`src/rtl/sync_fifo_buf.sv`:
```
// Single-clock FIFO with registered read port, occupancy counter and status flags.
// Optional sticky OVERFLOW/UNDERFLOW logic is built only when SYNC_FIFO_ERR_EN is defined.
module sync_fifo_buf #(
  parameter int DATA_WIDTH = 8,
  parameter int ADDR_WIDTH = 3,
  parameter int AFULL_TH   = (1 << ADDR_WIDTH) - 2,
  parameter int AEMPTY_TH  = 2
) (
  input  logic                  CLK,
  input  logic                  RST,
  input  logic                  WR_EN,
  input  logic [DATA_WIDTH-1:0] WR_DATA,
  input  logic                  RD_EN,
  output logic [DATA_WIDTH-1:0] RD_DATA,
  output logic                  RD_VALID,
  output logic                  FULL,
  output logic                  EMPTY,
  output logic                  ALMOST_FULL,
  output logic                  ALMOST_EMPTY,
  output logic [ADDR_WIDTH:0]   COUNT,
  input  logic                  ERR_CLR,
  output logic                  OVERFLOW,
  output logic                  UNDERFLOW
);
  localparam int DEPTH = 1 << ADDR_WIDTH;
  localparam int CW    = ADDR_WIDTH + 1;

  logic [DATA_WIDTH-1:0] mem_q [DEPTH];
  logic [ADDR_WIDTH-1:0] wr_ptr_q, wr_ptr_d, rd_ptr_q, rd_ptr_d;
  logic [CW-1:0]         count_q, count_d;
  logic                  full_q, empty_q, afull_q, aempty_q;
  logic                  full_d, empty_d, afull_d, aempty_d;
  logic [DATA_WIDTH-1:0] rd_data_q, rd_data_d;
  logic                  rd_valid_q;
  logic                  wr_acc, rd_acc;

  // Accept logic, pointer/count next state; flags are pre-decoded from the next count
  always_comb begin
    rd_acc    = RD_EN & ~empty_q;
    wr_acc    = WR_EN & (~full_q | rd_acc);
    wr_ptr_d  = wr_ptr_q;
    rd_ptr_d  = rd_ptr_q;
    rd_data_d = rd_data_q;
    count_d   = count_q;
    if (wr_acc) begin
      wr_ptr_d = wr_ptr_q + ADDR_WIDTH'(1);
    end else begin
      wr_ptr_d = wr_ptr_q;
    end
    if (rd_acc) begin
      rd_ptr_d  = rd_ptr_q + ADDR_WIDTH'(1);
      rd_data_d = mem_q[rd_ptr_q];
    end else begin
      rd_ptr_d  = rd_ptr_q;
      rd_data_d = rd_data_q;
    end
    case ({wr_acc, rd_acc})
      2'b10:   count_d = count_q + CW'(1);
      2'b01:   count_d = count_q - CW'(1);
      default: count_d = count_q;
    endcase
    full_d   = (count_d == CW'(DEPTH));
    empty_d  = (count_d == CW'(0));
    afull_d  = (count_d >= CW'(AFULL_TH));
    aempty_d = (count_d <= CW'(AEMPTY_TH));
  end

  // Control and status registers
  always_ff @(posedge CLK) begin
    if (RST) begin
      wr_ptr_q   <= '0;
      rd_ptr_q   <= '0;
      count_q    <= '0;
      rd_data_q  <= '0;
      rd_valid_q <= 1'b0;
      full_q     <= 1'b0;
      empty_q    <= 1'b1;
      afull_q    <= (AFULL_TH == 0);
      aempty_q   <= 1'b1;
    end else begin
      wr_ptr_q   <= wr_ptr_d;
      rd_ptr_q   <= rd_ptr_d;
      count_q    <= count_d;
      rd_data_q  <= rd_data_d;
      rd_valid_q <= rd_acc;
      full_q     <= full_d;
      empty_q    <= empty_d;
      afull_q    <= afull_d;
      aempty_q   <= aempty_d;
    end
  end

  // Storage array, deliberately not reset; a write while full lands in the slot read this cycle
  always_ff @(posedge CLK) begin
    if (wr_acc && !RST) begin
      mem_q[wr_ptr_q] <= WR_DATA;
    end
  end

`ifdef SYNC_FIFO_ERR_EN
  logic ovf_q, ovf_d, udf_q, udf_d;

  // Sticky error next state: a new error wins over a simultaneous clear
  always_comb begin
    ovf_d = ovf_q;
    udf_d = udf_q;
    if (WR_EN & full_q & ~rd_acc) begin
      ovf_d = 1'b1;
    end else if (ERR_CLR) begin
      ovf_d = 1'b0;
    end else begin
      ovf_d = ovf_q;
    end
    if (RD_EN & empty_q) begin
      udf_d = 1'b1;
    end else if (ERR_CLR) begin
      udf_d = 1'b0;
    end else begin
      udf_d = udf_q;
    end
  end

  // Sticky error registers
  always_ff @(posedge CLK) begin
    if (RST) begin
      ovf_q <= 1'b0;
      udf_q <= 1'b0;
    end else begin
      ovf_q <= ovf_d;
      udf_q <= udf_d;
    end
  end

  assign OVERFLOW  = ovf_q;
  assign UNDERFLOW = udf_q;
`else
  logic unused_err_clr;
  assign unused_err_clr = ERR_CLR;
  assign OVERFLOW       = 1'b0;
  assign UNDERFLOW      = 1'b0;
`endif

  assign RD_DATA      = rd_data_q;
  assign RD_VALID     = rd_valid_q;
  assign COUNT        = count_q;
  assign FULL         = full_q;
  assign EMPTY        = empty_q;
  assign ALMOST_FULL  = afull_q;
  assign ALMOST_EMPTY = aempty_q;
endmodule

```
`config.mk`:
```
export PLATFORM = sky130hd
export DESIGN_NAME = sync_fifo_buf
export DESIGN_NICKNAME = d
export VERILOG_FILES = /design/src/rtl/sync_fifo_buf.sv
export SDC_FILE = /design/constraint.sdc
export NUM_CORES = 1
export LEC_CHECK = 0
export ABC_AREA = 1
export ABC_CLOCK_PERIOD_IN_PS = 4300
export CORE_UTILIZATION = 25
export DETAILED_ROUTE_END_ITERATION = 8
export DONT_BUFFER_PORTS = 1
export PLACE_DENSITY_LB_ADDON = 0.2
export SYNTH_ARGS = -nofsm -noshare
export SYNTH_HDL_FRONTEND = slang
export SYNTH_SLANG_ARGS = --single-unit
```
`constraint.sdc`:
```
create_clock -name CLK -period 4.3 [get_ports CLK]
set_input_delay 1.075 -clock CLK [delete_from_list [all_inputs] [get_ports CLK]]
set_output_delay 1.075 -clock CLK [all_outputs]
set_load 0.05 [all_outputs]
```
==> flow_metrics.env, run 1 <==
export IMPL_pin_count=32
export IMPL_final_common_cell="edfxtp_1"
export IMPL_synth_cells=327
export IMPL_cp_start_kind="input pin"
export IMPL_avgRoutedWirePerCell_um=14.73
export IMPL_grt_pass1_vias=2254
export IMPL_layout_drive_gt1_share_pct=9.384
export IMPL_maxCapViolCount=0
export IMPL_seq_power_share_pct=49.6
export IMPL_grt_overflow=0
export IMPL_cts_sinks=87
export IMPL_place_congestion=0.7626
export IMPL_setup_violations=0
export IMPL_outcome="complete, no violations"
export IMPL_ant_nets=0
export IMPL_vias=2315
export IMPL_core_um2=13830
export IMPL_postCtsHoldBufs=0
export IMPL_place_area_um2=3756
export IMPL_grt_usage_pct=11.75
export IMPL_clk_latency_ps=340
export IMPL_initial_core_util_pct=25.54
export IMPL_setup_ws_ps=1439
export IMPL_areaGrowthSynthToFinish_pct=15.02
export IMPL_final_cell_mix="64 x edfxtp_1, 62 x nor2_1, 44 x nand2_1"
export IMPL_comb_power_share_pct=18.3
export IMPL_drc_errors=0
export IMPL_fin_worst_skew_ps=10.24
export IMPL_power_share_clock_pct=32.2
export IMPL_n_antenna_cell=0
export IMPL_cp_data_required_time_ps=4530
export IMPL_die_width_um=120.8
export IMPL_grt_max_degree=35
export IMPL_max_freq_ghz=0.3496
export IMPL_yosysSeqAreaShare_pct=67.47
export IMPL_p_sw_share_pct=34.90
export IMPL_rows=43
export IMPL_crit_fanout=22
export IMPL_vias_per_cell=4.443
export IMPL_numCtsBuffers=9
export IMPL_stdcell_area_um2=4061
export IMPL_p_leak_nw=1.455
export IMPL_drtPass1Iterations=4
export IMPL_cts_resized=0
export IMPL_drt_iter0_drc=126
export IMPL_postRouteWirelength_um=7675
export IMPL_root_buffer="clkbuf_16"
export IMPL_slew_violations=0
export IMPL_cp_arrival_ps=3100
export IMPL_timing_final_crit_share_pct=66.53
export IMPL_synth_cell_types=23
export IMPL_netlist_area_um2=3531
export IMPL_p_per_area_nw_per_um2=604.3
export IMPL_period_minus_slack_ps=2861
export IMPL_grt_pass1_wl_um=12480
export IMPL_ir_drop_v=0.0002359
export IMPL_slew_limit_headroom_pct=55.58
export IMPL_port_buffers=0
export IMPL_switchingPower_mw=0.8565
export IMPL_criticalPathCategory="input pin to register"
export IMPL_yosys_register_bits=87
export IMPL_rsz0062_at_grt="false"
export IMPL_hold_violations=0
export IMPL_worstMarginPinSlew_ps=665.3
export IMPL_hpwlAfterDp_um=4668
export IMPL_avgSynthCellArea_um2=10.80
export IMPL_htree_levels=3
export IMPL_finalSetupTns_ps=0
export IMPL_die_y_um=120.8
export IMPL_holdCritPathClass="register to register"
export IMPL_cts_tree="yes"
export IMPL_p_int_mw=1.598
export IMPL_antenna_found_initial=0
export IMPL_post_cts_setup_buffers=0
export IMPL_synth_warning_count=0
export IMPL_die_area_um2=14600
export IMPL_preCtsSetupSlack_ps=1087
export IMPL_end_kind="register"
export IMPL_path_clk_slew_ps=60
export IMPL_clockBufferDepth=2
export IMPL_nNetsFinal=354
-- power by group through the flow --
stage                     Combinational (mW)  Clock, mW  Sequential (mW)
final                                  0.448      0.790             1.22
after CTS                              0.454      0.805             1.22
after global placement                 0.451          0             1.24
after detailed placement               0.451          0             1.24
after floorplan                        0.356          0             1.22
after global routing                   0.527      0.849             1.23
-- Yosys cell counts, drive strengths merged --
cell type,instances,area (um^2)
clkbuf,4,18.76
inv,20,75.07
conb,1,3.750
ha,5,62.56
o211ai,16,120.1
nor3,4,20.02
nand2,45,171.4
clkinv,1,3.750
nor2,64,245.2
dfxtp,23,460.4
a21oi,14,70.07
edfxtp,64,1922
xnor2,2,17.52
nand3,7,35.03
buf,11,75.07
o21ai,46,230.2
-- stage by stage --
stage          instances  power [mW]  hold WS (ps)  util [%]
4_1_cts              521       2.478         539.6     29.37
2_1_floorplan        328       1.580         486.4         -
6_report             521       2.454         537.6     29.37
5_1_grt              521       2.605         561.4     29.37
3_3_place_gp         505       1.688         514.9     27.17
3_5_place_dp         505       1.688         530.2     27.17
-- path summary, 6_finish.rpt --
kind / slack [ps] / depth (start not counted) / from / end
worst max-delay path: 1440 / 22 / RD_EN / EMPTY$_SDFF_PP1_
worst min-delay path: 540 / 2 / wr_ptr_q[2]$_SDFFE_PP0P_ / wr_ptr_q[2]$_SDFFE_PP0P_
worst max register to register: 1570 / 20 / EMPTY$_SDFF_PP1_ / EMPTY$_SDFF_PP1_
worst min register to register: 540 / 2 / wr_ptr_q[2]$_SDFFE_PP0P_ / wr_ptr_q[2]$_SDFFE_PP0P_
-- worst max-delay path, cell delays in order --
cell	delay (ps)
inv_1	20
nor2_2	70
buf_4	270
inv_1	140
nand2_1	90
nand2_2	120
ha_1	280
nand2_1	70
inv_1	70
nor2_2	110
ha_1	160
inv_1	40
nand2_1	70
inv_1	40
nand2_1	50
nand2_1	50
nand2_1	70
nand2_1	60
nand2_1	80
nand2_1	50
nand2_1	60
inv_1	40
-- cell families (layout without fill, tap and decap cells) --
family / Yosys count / in the layout / share of synthesized area, %
simple gates: 120 / 120 / 13.36
buf+inv: 36 / 49 / 4.890
flops: 87 / 87 / 67.47
other cells: 1 / 2 / 0.1062
compound gates: 76 / 76 / 11.91
fa+ha+maj: 5 / 5 / 1.772
xor+xnor: 2 / 2 / 0.4962
-- routing by layer --
layer	wire (um)	GRT usage [%]	share of wire, %	vias to the layer above
met1	3556	14.67	46	1117
met4	103	4.321	1.3	0
met3	385	4.057	5.0	10
li1	-	-	-	1140
met5	0	0	0	-
met2	3629	18.68	47	48
-- area by class of cell --
type | instances | area [um^2]
fillers | 1401 | 9766
flip-flops and latches | 87 | 2382
multi-input cells | 205 | 979.7
clock buffers | 11 | 242.7
well taps | 180 | 225.2
repair buffers | 12 | 90.09
inverters | 21 | 78.83
clock inverters | 5 | 62.56
-- state kept, by name, indices dropped and copies added, names as in the netlist --
register,cells
mem_q,64
RD_DATA,8
COUNT,4
rd_ptr_q,3
wr_ptr_q,3
ALMOST_EMPTY,1
ALMOST_FULL,1
EMPTY,1
FULL,1
RD_VALID,1
Note: power is estimated with default switching activity, not from simulation.
==> run 2: changes to the inputs <==
--- a/config.mk
+++ b/config.mk
@@ -6,7 +6,7 @@
 export NUM_CORES = 1
 export LEC_CHECK = 0
 export ABC_AREA = 1
-export ABC_CLOCK_PERIOD_IN_PS = 4300
+export ABC_CLOCK_PERIOD_IN_PS = 2400
 export CORE_UTILIZATION = 25
 export DETAILED_ROUTE_END_ITERATION = 8
 export DONT_BUFFER_PORTS = 1
==> constraint.sdc (replaced) <==
create_clock -name CLK -period 2.4 [get_ports CLK]
set_input_delay 0.6 -clock CLK [delete_from_list [all_inputs] [get_ports CLK]]
set_output_delay 0.6 -clock CLK [all_outputs]
set_load 0.05 [all_outputs]
==> run 2 against run 1 <==
- final cell count up 1.7%
- critical path depth is 5 lower
- power grew 82%
- wire length is 0.61% higher
- die area stayed put
- clock-buffer cell count shrank 2
- clock power is 78% higher
- non-clock buffer count rose by 9
- global-route usage fell by 0.27 points
- highest routed layer unchanged
==> flow_metrics.env, run 2 (synthesis results as in run 1) <==
export IMPL_outcome="complete, no violations"
export IMPL_die_width_um=120.8
export IMPL_criticalPathCategory="register to register"
export IMPL_layout_drive_gt1_share_pct=11.71
export IMPL_port_buffers=0
export IMPL_hpwlAfterDp_um=4703
export IMPL_multi_input_area_um2=979.7
export IMPL_numCtsBuffers=9
export IMPL_antenna_found_initial=0
export IMPL_path_clk_slew_ps=60
export IMPL_post_cts_setup_buffers=0
export IMPL_rows=43
export IMPL_crit_fanout=5
export IMPL_timing_final_crit_share_pct=85.52
export IMPL_p_per_area_nw_per_um2=1079
export IMPL_grt_use_met1_pct=13.88
export IMPL_maxCapViolCount=0
export IMPL_clockBufferDepth=2
export IMPL_hold_violations=0
export IMPL_pin_count=32
export IMPL_postRouteWirelength_um=7722
export IMPL_cts_tree="yes"
export IMPL_vias=2309
export IMPL_rsz0062_at_grt="false"
export IMPL_cp_start_kind="register"
export IMPL_p_leak_nw=1.501
export IMPL_htree_levels=3
export IMPL_grt_overflow=0
export IMPL_fin_worst_skew_ps=8.394
export IMPL_period_minus_slack_ps=2053
export IMPL_holdCritPathClass="input pin to register"
export IMPL_slew_limit_headroom_pct=55.83
export IMPL_avgRoutedWirePerCell_um=14.57
export IMPL_cts_sinks=87
export IMPL_areaGrowthSynthToFinish_pct=17.01
export IMPL_postCtsHoldBufs=0
export IMPL_place_congestion=0.7316
export IMPL_top_register="mem_q"
export IMPL_drtPass1Iterations=4
export IMPL_crit_path_top_delay_cell="dfxtp_1"
export IMPL_cp_data_required_time_ps=2660
export IMPL_drc_errors=0
export IMPL_met3_usage_pct=3.443
export IMPL_die_area_um2=14600
export IMPL_slew_violations=0
export IMPL_largest_register_ff_count=64
export IMPL_setup_violations=0
export IMPL_n_antenna_cell=0
export IMPL_fillers=1416
export IMPL_grt_pass1_vias=2294
export IMPL_busiest_layer="met2"
export IMPL_ir_drop_v=0.0004744
export IMPL_die_y_um=120.8
export IMPL_grt_pass1_wl_um=12190
export IMPL_clk_latency_ps=340
export IMPL_use_met2_pct=19.21
export IMPL_drt_iter0_drc=115
export IMPL_max_freq_ghz=0.4872
export IMPL_cts_resized=0
export IMPL_core_um2=13830
export IMPL_worstMarginPinSlew_ps=661.6
export IMPL_grt_max_degree=35
export IMPL_crit_chain="nor2_2 > inv_1 > nand2_1 > nand2_2 > ha_1 > nand2_1 > inv_1 > nor2_2 > ha_1 > inv_1 > nand2_1 > inv_1 > nand2_1 > nand2_1 > nand2_1 > nand3_1 > o21ai_0"
export IMPL_critPathMostFrequentCell="nand2_1"
export IMPL_cp_arrival_ps=2320
export IMPL_final_common_cell="edfxtp_1"
export IMPL_initial_core_util_pct=25.54
export IMPL_ant_nets=0
export IMPL_power_mw=4.459
export IMPL_max_stage_delay_ps=320
export IMPL_vias_per_cell=4.357
export IMPL_finalSetupTns_ps=0
export IMPL_final_cell_mix="64 x edfxtp_1, 62 x nor2_1, 44 x nand2_1"
export IMPL_end_kind="register"
export IMPL_root_buffer="clkbuf_16"
export IMPL_nNetsFinal=363
export IMPL_grt_usage_pct=11.49
export IMPL_regArea_um2=2382
==> run 2: cell types whose count changed in the layout (fill, tap and decap cells not counted) <==
cell      change
clkinv_4      +1
clkinv_1      +1
clkbuf_1      -1
clkbuf_8      -1
inv_6         -1
clkinv_8      +1
buf_4         +9
==> run 2: where the power goes <==
part	switching (mW)	leakage, nW	internal (mW)
logic	0.702	0.591	0.324
clock network	0.595	0.142	0.817
registers	0.269	0.768	1.75
==> run 2: final cells by class <==
type	count	share of cell area, %
Tap cell	180	5.451
Clock inverter	7	1.999
Timing Repair Buffer	21	3.816
Sequential cell	87	57.66
Inverter	21	1.908
Multi-Input combinational cell	205	23.71
Clock buffer	9	5.451
==> run 2: critical path, delay by kind of cell (launching register included) <==
family	cells	cell delay, ps
AOI/OAI and AO/OA	1	190
adders and majority gates	2	380
buffers and inverters	4	250
DFF	1	320
and+or+nand+nor	10	840
==> run 2: worst paths after layout <==
| kind | start | slack [ps] | endpoint | cells past startpoint |
|---|---|---|---|---|
| max | EMPTY$_SDFF_PP1_ | 350 | ALMOST_FULL$_SDFF_PP0_ | 17 |
| min reg2reg | wr_ptr_q[2]$_SDFFE_PP0P_ | 540 | wr_ptr_q[2]$_SDFFE_PP0P_ | 2 |
| max reg2reg | EMPTY$_SDFF_PP1_ | 350 | ALMOST_FULL$_SDFF_PP0_ | 17 |
| min | RST | 320 | RD_VALID$_SDFF_PP0_ | 1 |
==> run 2: stage by stage <==
| step | instances | instance area, um^2 | worst slack, ps | utilization (%) | hold WS [ps] |
|---|---|---|---|---|---|
| final | 530 | 4131 | 347.4 | 29.88 | 323.6 |
| after global routing | 530 | 4131 | 20.57 | 29.88 | 308.8 |
| after CTS | 530 | 4131 | 312.4 | 29.88 | 312.7 |
| after detailed placement | 514 | 3824 | 59.52 | 27.65 | 520.7 |
| after global placement | 514 | 3824 | 75.58 | 27.65 | 510.2 |
| after floorplan | 328 | 3535 | 174.9 | - | 486.4 |
==> run 2: layer usage <==
| metal | share of wire (%) | vias to the layer above |
|---|---|---|
| met5 | 0 | - |
| met2 | 48 | 42 |
| met4 | 1.5 | 0 |
| met3 | 4.2 | 9 |
| li1 | - | 1157 |
| met1 | 46 | 1101 |
